==> src/rtl/elevator_pkg.sv <==
// Shared types and defaults for the elevator controller slice.
package elevator_pkg;

    typedef enum logic [1:0] {
        IDLE   = 2'd0,
        DOOR   = 2'd1,
        MOVE   = 2'd2,
        SETTLE = 2'd3
    } state_t;

    localparam logic DIR_UP   = 1'b1;
    localparam logic DIR_DOWN = 1'b0;

    localparam int DEFAULT_MOVE_CYCLES = 4;
    localparam int DEFAULT_DOOR_CYCLES = 8;

    // Wide enough to hold the larger of the two reload values.
    function automatic int timer_width(input int move_cycles, input int door_cycles);
        return $clog2(((move_cycles > door_cycles) ? move_cycles : door_cycles) + 1);
    endfunction

endpackage

==> src/rtl/elevator_timer.sv <==
// Loadable down counter shared by the door dwell and floor travel phases.
module elevator_timer #(
    parameter int TW = 4
) (
    input  logic          clk,
    input  logic          rst_n,
    input  logic          load,
    input  logic [TW-1:0] load_val,
    input  logic          dec,
    output logic [TW-1:0] count,
    output logic          zero
);

    logic [TW-1:0] count_d;
    logic [TW-1:0] count_q;

    // Load wins over decrement; the counter saturates at zero.
    always_comb begin
        count_d = count_q;
        if (load) begin
            count_d = load_val;
        end else if (dec && (count_q != '0)) begin
            count_d = count_q - 1'b1;
        end
    end

    always_ff @(posedge clk or negedge rst_n) begin
        if (!rst_n) begin
            count_q <= '0;
        end else begin
            count_q <= count_d;
        end
    end

    assign count = count_q;
    assign zero  = (count_q == '0);

endmodule

==> src/rtl/elevator_controller.sv <==
// SCAN elevator sequencer: decides door/travel phases and pulses the datapath one floor at a time.
module elevator_controller
    import elevator_pkg::*;
#(
    parameter int MOVE_CYCLES = DEFAULT_MOVE_CYCLES,
    parameter int DOOR_CYCLES = DEFAULT_DOOR_CYCLES,
    localparam int TW = timer_width(MOVE_CYCLES, DOOR_CYCLES)
) (
    input  logic clk,
    input  logic rst_n,
    input  logic request_i,
    input  logic request_j_gt_i,
    input  logic request_j_lt_i,
    input  logic door_hold,
    output logic up,
    output logic down,
    output logic open,
    output logic dir_up,
    output logic busy
);

    localparam logic [TW-1:0] MOVE_LOAD = TW'(MOVE_CYCLES - 1);
    localparam logic [TW-1:0] DOOR_LOAD = TW'(DOOR_CYCLES - 1);

    state_t        state_d, state_q;
    logic          dir_d, dir_q;
    logic          up_d, up_q;
    logic          down_d, down_q;
    logic          open_d, open_q;
    logic          busy_d, busy_q;

    logic          t_load;
    logic [TW-1:0] t_load_val;
    logic          t_dec;
    logic [TW-1:0] t_count;
    logic          t_zero;
    logic          ahead;
    logic          behind;
    logic          step;

    elevator_timer #(.TW(TW)) u_timer (
        .clk      (clk),
        .rst_n    (rst_n),
        .load     (t_load),
        .load_val (t_load_val),
        .dec      (t_dec),
        .count    (t_count),
        .zero     (t_zero)
    );

    always_comb begin
        state_d    = state_q;
        dir_d      = dir_q;
        t_load     = 1'b0;
        t_load_val = MOVE_LOAD;
        t_dec      = 1'b0;
        ahead      = dir_q ? request_j_gt_i : request_j_lt_i;
        behind     = dir_q ? request_j_lt_i : request_j_gt_i;

        case (state_q)
            IDLE: begin
                if (request_i) begin
                    state_d    = DOOR;
                    t_load     = 1'b1;
                    t_load_val = DOOR_LOAD;
                end else if (request_j_gt_i) begin
                    state_d = MOVE;
                    dir_d   = DIR_UP;
                    t_load  = 1'b1;
                end else if (request_j_lt_i) begin
                    state_d = MOVE;
                    dir_d   = DIR_DOWN;
                    t_load  = 1'b1;
                end
            end
            DOOR: begin
                if (t_zero && !door_hold) begin
                    state_d = SETTLE;
                end else if (door_hold) begin
                    t_load     = 1'b1;
                    t_load_val = DOOR_LOAD;
                end else begin
                    t_dec = 1'b1;
                end
            end
            MOVE: begin
                if (t_zero) begin
                    state_d = SETTLE;
                end else begin
                    t_dec = 1'b1;
                end
            end
            SETTLE: begin
                if (request_i) begin
                    state_d    = DOOR;
                    t_load     = 1'b1;
                    t_load_val = DOOR_LOAD;
                end else if (ahead) begin
                    state_d = MOVE;
                    t_load  = 1'b1;
                end else if (behind) begin
                    state_d = MOVE;
                    dir_d   = ~dir_q;
                    t_load  = 1'b1;
                end else begin
                    state_d = IDLE;
                end
            end
            default: state_d = IDLE;
        endcase

        // The pulse lands in the last MOVE cycle so the floor changes before SETTLE samples the flags.
        step   = (state_d == MOVE) && (t_load ? (t_load_val == '0) : (t_count == TW'(1)));
        up_d   = step && dir_d;
        down_d = step && !dir_d;
        open_d = (state_d == DOOR);
        busy_d = (state_d != IDLE);
    end

    always_ff @(posedge clk or negedge rst_n) begin
        if (!rst_n) begin
            state_q <= IDLE;
            dir_q   <= DIR_UP;
            up_q    <= 1'b0;
            down_q  <= 1'b0;
            open_q  <= 1'b0;
            busy_q  <= 1'b0;
        end else begin
            state_q <= state_d;
            dir_q   <= dir_d;
            up_q    <= up_d;
            down_q  <= down_d;
            open_q  <= open_d;
            busy_q  <= busy_d;
        end
    end

    assign up     = up_q;
    assign down   = down_q;
    assign open   = open_q;
    assign dir_up = dir_q;
    assign busy   = busy_q;

endmodule

==> config.mk <==
export PLATFORM = sky130hd
export DESIGN_NAME = elevator_controller
export DESIGN_NICKNAME = d
export VERILOG_FILES = /design/src/rtl/elevator_pkg.sv /design/src/rtl/elevator_timer.sv /design/src/rtl/elevator_controller.sv
export SDC_FILE = /design/constraint.sdc
export NUM_CORES = 1
export LEC_CHECK = 0
export ABC_AREA = 0
export CAP_MARGIN = 10
export CORE_MARGIN = 5
export CORE_UTILIZATION = 51
export CTS_BUF_LIST = sky130_fd_sc_hd__clkbuf_16
export CTS_CLUSTER_DIAMETER = 60
export DETAILED_ROUTE_END_ITERATION = 10
export HOLD_SLACK_MARGIN = 0.03
export PLACE_DENSITY = 0.76
export SETUP_SLACK_MARGIN = 0.4
export SYNTH_ARGS = -nofsm -noshare
export SYNTH_HDL_FRONTEND = slang
export SYNTH_SLANG_ARGS = --single-unit
==> constraint.sdc <==
create_clock -name clk -period 2.35 [get_ports clk]
set_input_delay 0.3525 -clock clk [delete_from_list [all_inputs] [get_ports clk]]
set_output_delay 0.3525 -clock clk [all_outputs]
set_load 0.05 [all_outputs]
==> results.py, run 1 <==
metrics = {
    "run_status": {
        "status": "finished clean",
    },
    "sta": {
        "maxSlewHeadroom": 0.6677,
        "tightestPinTransition_ns": 0.4969,
        "timing.final.crit_share": 0.8104,
        "timing.hold.ws_ns": 0.4369,
        "grt_setup_unrepaired": "false",
        "final.setup.tns_ns": 0,
        "finalMaxSlewViolations": 0,
        "clk_skew_ns": 0.001464,
        "max_freq_mhz": 525.1,
        "timing_hold_violations_final": 0,
        "finalSetupViolations": 0,
        "period_needed_ns": 1.904,
    },
    "clocking": {
        "clk_pin_slew_worst_paths_ns": 0.04,
        "worst_skew_pair.late_latency_ns": 0.24,
        "ctsLongestPathBuffers": 2,
        "clock_sinks": 11,
        "cts_root_buf": "clkbuf_16",
        "numCtsBuffers": 3,
        "cts_tree": "done",
        "htreeDepth": 1,
        "cts_post_setup_buffers_inserted": 0,
    },
    "setup_path": {
        "setup.worst_path.end_class": "output pin",
        "critPathSlowestCell": "clkdlybuf4s50_1",
        "cp_max_fo": 2,
        "worst_ep_arrival_time_ns": 1.55,
        "start_kind": "register",
        "worst_reg2reg_path_length_in_cells": 6,
        "worst-r2r-setup-slack_ns": 0.48,
        "critPathTopFamily": "buffers and inverters",
        "cp_data_required_time_ns": 2.00,
        "series_of_cell_instances_along_the_critical_path": "clkdlybuf4s50_1",
        "reg2reg_from": "state_q[0]$_DFF_PN0_",
        "critPathBufInv": 1,
        "timing_worst_setup_path_type": "reg2out",
        "cpPeakStageDelay_ns": 0.79,
        "r2r_end": "up$_DFF_PN0_",
    },
    "route": {
        "wirelength_mm": 1.484,
        "post_drt_wl_per_cell_um": 15.30,
        "detail_route.vias_per_cell": 5.814,
        "detail_route.iter0.violations": 5,
        "detail_route.drc_violations": 0,
        "dr.pass1.iters": 4,
        "highest-signal-layer": "met4",
        "vias": 564,
        "wl_met1_um": 649,
        "wl_met3_um": 80,
        "wl_met2_um": 727,
        "drtAntennaViolNets": 0,
    },
    "finish": {
        "layout.cells.non_filler": 97,
        "final_area_um2": 953.4,
        "num-nets-final": 96,
        "antenna_cells_inserted": 0,
        "share_of_final_layout_standard_cells_stronger_than_drive_strength_1": 0.2073,
        "area.growth.synth_to_final_pct": 30.93,
    },
    "logic_synthesis": {
        "yosysMostFrequentCell": "dfrtp_1",
        "yosysTopAreaCell": "dfrtp_1",
        "post_synth_most_frequent_cells": "dfrtp_1, inv_1, ha_1",
        "post_synth_num_cell_types": 31,
        "synth.yosys.warnings": 0,
        "ys_async_sr_fraction": 1.000,
        "ys_dominant_reg_cell": "dfrtp_1",
        "post_synth.cell_area_avg_um2": 10.71,
        "synth-edff-count": 0,
        "netlist_area_um2": 728.2,
        "yosys-top-cells-area": "dfrtp_1, ha_1, inv_1",
        "synth.ff_latch_count": 11,
        "yosysTopAreaCellShare": 0.3436,
        "syn_inst": 68,
        "syn_nets": 81,
        "seq_area_frac_synth": 0.3797,
    },
    "power": {
        "power_leakage_nw": 0.4111,
        "power_per_cell_area_nw_per_um2": 1345,
        "max-vdd-ir-drop_mv": 0.7589,
        "totalPowerFinal_mw": 1.282,
    },
    "job": {
        "max-cap-violations": 0,
    },
    "die": {
        "num_rows": 13,
        "design.core.area_um2": 1334,
        "fp.dieArea_um2": 2283,
        "initial_core_utilization": 0.5460,
        "ioPinCount": 11,
        "die-height_um": 47.79,
        "die_x_um": 47.79,
    },
    "global_routing": {
        "wire_length_of_the_first_global_routing_pass_mm": 2.477,
        "maximum_number_of_pins_on_one_net_before_global_route_repair": 12,
        "gr-total-overflow": 0,
        "grt_pass1_vias": 555,
        "antenna_found_initial": 0,
        "global_route.usage.total": 0.1654,
    },
    "placed_design": {
        "dp.final_hpwl_mm": 1.107,
        "post-place-cells": 93,
        "routabilityCongestion": 0.8626,
        "io_buffer_count": 10,
        "placement.cell_area_um2": 847.1,
    },
    "worst_hold_path": {
        "min_path_type": "in2async",
    },
}
## cells in the final DEF, fill, tap and decap left out
| cell | instances |
|---|---|
| nand2_1 | 2 |
| a21boi_0 | 1 |
| and2_1 | 1 |
| o22a_2 | 1 |
| nand3_1 | 1 |
| nor2b_1 | 1 |
| o22ai_1 | 3 |
| a211o_1 | 2 |
| and2b_1 | 1 |
| nor2_1 | 4 |
| a2111oi_4 | 1 |
| or3b_1 | 2 |
| o22ai_2 | 1 |
| clkbuf_16 | 3 |
| nor4b_2 | 2 |
| o211ai_1 | 1 |
| dfrtp_1 | 9 |
| and4bb_1 | 2 |
| nor3b_1 | 1 |
| o211ai_2 | 1 |
| dfrtp_2 | 1 |
| xnor2_1 | 1 |
| ha_1 | 4 |
| dfstp_2 | 1 |
| nand2b_1 | 1 |
| nand2_2 | 1 |
| o21ai_0 | 1 |
| inv_1 | 9 |
| or3_1 | 2 |
| a21oi_1 | 4 |
| ha_2 | 3 |
| a211oi_2 | 1 |
| o31ai_4 | 1 |
| mux2i_1 | 1 |
| clkdlybuf4s50_1 | 10 |
| a2111oi_0 | 1 |
## logic make-up (layout without fill, tap and decap cells)
| family | after synthesis | in the layout | synth area share |
|---|---|---|---|
| simple gates | 21 | 21 | 0.2096 |
| compound gates | 19 | 19 | 0.2234 |
| flops | 11 | 11 | 0.3797 |
| buf+inv | 8 | 22 | 0.04124 |
| fa+ha+maj | 7 | 7 | 0.1203 |
| xor+xnor | 1 | 1 | 0.01203 |
| mux | 1 | 1 | 0.01375 |
## per-layer routing
| metal | GRT usage | vias up |
|---|---|---|
| li1 | - | 282 |
| met3 | 0.05639 | 4 |
| met5 | 0 | - |
| met1 | 0.2051 | 269 |
| met4 | 0.09677 | 0 |
| met2 | 0.2480 | 9 |
## worst max path at each step
stage,startpoint,to,slack [ns],cells after the start
after floorplan,state_q[0]$_DFF_PN0_,up$_DFF_PN0_,0.65,6
after global placement,request_j_lt_i,down$_DFF_PN0_,0.43,5
after detailed placement,request_j_lt_i,down$_DFF_PN0_,0.38,5
after CTS,dir_up$_DFF_PN1_,dir_up,0.43,1
after global routing,state_q[0]$_DFF_PN0_,up$_DFF_PN0_,0.34,6
final,dir_up$_DFF_PN1_,dir_up,0.45,1
## power breakdown
group          switching, mW  internal (mW)
logic                  0.394          0.279
registers             0.0540          0.255
clock network         0.0769          0.223
## state kept, by name, indices dropped and copies added (netlist names)
register	cells
down	1
busy	1
u_timer.count	4
open	1
dir_up	1
state_q	2
up	1
## what timing repair did
item | 4_1_cts | 5_1_grt
resized for setup | 0 | 6
hold buffers | 0 | 0
endpoints found under the setup margin | 0 | 2
## final cells by class
class	count	area, um^2
Clock buffer	3	75.07
Clock inverter	1	3.754
Fill cell	101	380.4
Inverter	8	30.03
Multi-Input combinational cell	49	447.9
Sequential cell	11	277.8
Tap cell	15	18.77
Timing Repair Buffer	10	100.1
## per-stage QoR
stage	setup slack [ns]	utilization
after floorplan	0.6490	-
after global placement	0.4312	0.6351
after detailed placement	0.3823	0.6351
after CTS	0.4343	0.6942
after global routing	0.3352	0.7148
final	0.4455	0.7148
Note: power is estimated with default switching activity, not from simulation.
==> inputs of run 2 (changes only) <==
- CORE_ASPECT_RATIO: unset -> 0.9
- CORE_UTILIZATION: 51 -> 46
- PLACE_DENSITY: 0.76 -> 0.72
- clock period: 2.35 -> 1.6 ns (I/O delays scaled with it)
==> run 2 against run 1 <==
Die area grew 8.6%. Critical path depth grew 5. The run now ends with negative setup slack left. Highest routed layer unchanged. Cell area grew 46%.
==> results.py, run 2 (synthesis results as in run 1) <==
metrics = {
    "clocking": {
        "worst_skew_pair.late_latency_ns": 0.23,
        "cts_tree": "done",
        "ctsLongestPathBuffers": 2,
        "numCtsBuffers": 3,
        "htreeDepth": 1,
        "clk_pin_slew_worst_paths_ns": 0.04,
        "clock_sinks": 11,
        "cts_root_buf": "clkbuf_16",
        "postCtsHoldBufs": 0,
    },
    "placed_design": {
        "dp.final_hpwl_mm": 1.428,
        "io_buffer_count": 10,
        "post-place-cells": 122,
        "setup_slack_after_placement_ns": -0.1667,
        "routabilityCongestion": 0.9104,
    },
    "finish": {
        "seqCellArea_um2": 279.0,
        "antenna_cells_inserted": 0,
        "finalCoreUtilization": 0.9434,
        "final_cell_mix": "buf_4, dfrtp_1, clkdlybuf4s50_1, buf_6, ha_4",
        "final.fill_count": 41,
        "share_of_final_layout_standard_cells_stronger_than_drive_strength_1": 0.6870,
        "layout.cells.non_filler": 137,
        "largest_register_ffs": 4,
        "area.growth.synth_to_final_pct": 91.75,
        "num-nets-final": 129,
        "commonest_non_fill_non_tap_cell_in_the_layout": "buf_4",
        "multiInputGateArea_um2": 606.8,
    },
    "route": {
        "detail_route.drc_violations": 0,
        "dr.pass1.iters": 4,
        "drtAntennaViolNets": 0,
        "detail_route.iter0.violations": 25,
        "vias": 795,
        "detail_route.vias_per_cell": 5.803,
        "wirelength_mm": 3.092,
        "post_drt_wl_per_cell_um": 22.57,
    },
    "global_routing": {
        "antenna_found_initial": 0,
        "grt_pass1_vias": 839,
        "gr-total-overflow": 0,
        "global_route.usage.total": 0.2231,
        "wire_length_of_the_first_global_routing_pass_mm": 3.891,
        "maximum_number_of_pins_on_one_net_before_global_route_repair": 12,
    },
    "power": {
        "switching_share": 0.4203,
        "internal_power_mw": 1.814,
        "p_comb_frac": 0.708,
        "max-vdd-ir-drop_mv": 2.041,
        "power_per_cell_area_nw_per_um2": 2240,
        "totalPowerFinal_mw": 3.128,
        "power_leakage_nw": 0.6085,
        "power.share.sequential": 0.151,
        "power_frac_clock": 0.141,
        "switchingPower_mw": 1.315,
    },
    "sta": {
        "timing.final.crit_share": 1.108,
        "finalMaxSlewViolations": 0,
        "max_freq_mhz": 563.9,
        "clk_skew_ns": 0.002468,
        "maxSlewHeadroom": 0.6432,
        "finalSetupViolations": 8,
        "post_route_setup_slack_ns": -0.1735,
        "timing_hold_violations_final": 0,
        "period_needed_ns": 1.773,
        "grt_setup_unrepaired": "true",
        "tightestPinTransition_ns": 0.5336,
    },
    "die": {
        "design.core.area_um2": 1480,
        "initial_core_utilization": 0.4920,
        "fp.dieArea_um2": 2480,
        "num_rows": 13,
        "die_x_um": 51.94,
        "die-height_um": 47.75,
        "ioPinCount": 11,
    },
    "setup_path": {
        "timing_worst_setup_path_type": "reg2reg",
        "start_kind": "register",
        "cpPeakStageDelay_ns": 0.44,
        "critPathSlowestCell": "dfrtp_2",
        "cp_max_fo": 4,
        "worst-r2r-setup-slack_ns": -0.17,
        "worst_ep_arrival_time_ns": 1.91,
        "setup.worst_path.end_class": "register",
        "series_of_cell_instances_along_the_critical_path": "buf_6, ha_4, a211o_1, o31ai_4, nand2_2, nor4b_2",
        "cp_data_required_time_ns": 1.73,
    },
    "job": {
        "max-cap-violations": 0,
    },
    "run_status": {
        "violations": "negative setup slack",
        "status": "complete, but fails checks",
    },
    "worst_hold_path": {
        "min_path_type": "in2async",
    },
}
## run 2: cell count changes in the layout (fill, tap and decap cells not counted), sizes merged
cell / change
buf: +38
clkdlybuf4s50: -5
## run 2: critical path: cells and delay by family, from the launching register on
family / cells / cell delay, ns
AOI/OAI and AO/OA: 2 / 0.55
adders and majority gates: 1 / 0.15
buffers and inverters: 1 / 0.14
DFF: 1 / 0.44
and+or+nand+nor: 2 / 0.38
## run 2: path summary, 6_finish.rpt
check / depth (start not counted) / startpoint / endpoint
setup / recovery: 6 / state_q[1]$_DFF_PN0_ / down$_DFF_PN0_
hold / removal: 1 / rst_n / u_timer.count[0]$_DFFE_PN0P_
setup reg to reg: 6 / state_q[1]$_DFF_PN0_ / down$_DFF_PN0_
hold reg to reg: 3 / u_timer.count[1]$_DFFE_PN0P_ / u_timer.count[1]$_DFFE_PN0P_
max in group asynchronous: 1 / rst_n / state_q[1]$_DFF_PN0_
min in group clk: 3 / u_timer.count[1]$_DFFE_PN0P_ / u_timer.count[1]$_DFFE_PN0P_
## run 2: final cells by class
class | count | share of cell area
multi-input cells | 49 | 0.4346
clock buffers | 3 | 0.05376
flip-flops and latches | 11 | 0.1998
clock inverters | 1 | 0.002688
well taps | 22 | 0.01971
inverters | 8 | 0.02688
repair buffers | 43 | 0.2625
## run 2: metal layers
metal	vias to the layer above	global-route usage	wire [um]
met5	-	0	0
met4	0	0.08901	150
met3	16	0.07477	241
met2	47	0.4185	1534
met1	385	0.2346	1165
li1	347	-	-
## run 2: through the flow
stage / hold WS (ns) / TNS (ns) / cell area [um^2]
5_1_grt: 0.3821 / -1.245 / 1396
4_1_cts: 0.3553 / -0.3987 / 1315
6_report: 0.3587 / -0.8674 / 1396
3_5_place_dp: 0.5637 / -0.7860 / 1085
2_1_floorplan: -0.05559 / 0 / 792.0
3_3_place_gp: 0.5784 / -0.5615 / 1085
## run 2: what timing repair did
action	CTS	global route
resized for setup	22	15
setup buffers	7	4
endpoints found under the setup margin	11	11
endpoints found under the hold margin	0	0
pin swaps	12	9
## run 2: power by group through the flow
stage          sequential, mW  clock [mW]  combinational (mW)
6_report                0.472       0.442                2.21
5_1_grt                 0.475       0.468                2.32
4_1_cts                 0.448       0.450                1.82
3_5_place_dp            0.443           0                1.46
3_3_place_gp            0.441           0                1.42
2_1_floorplan           0.558           0               0.756
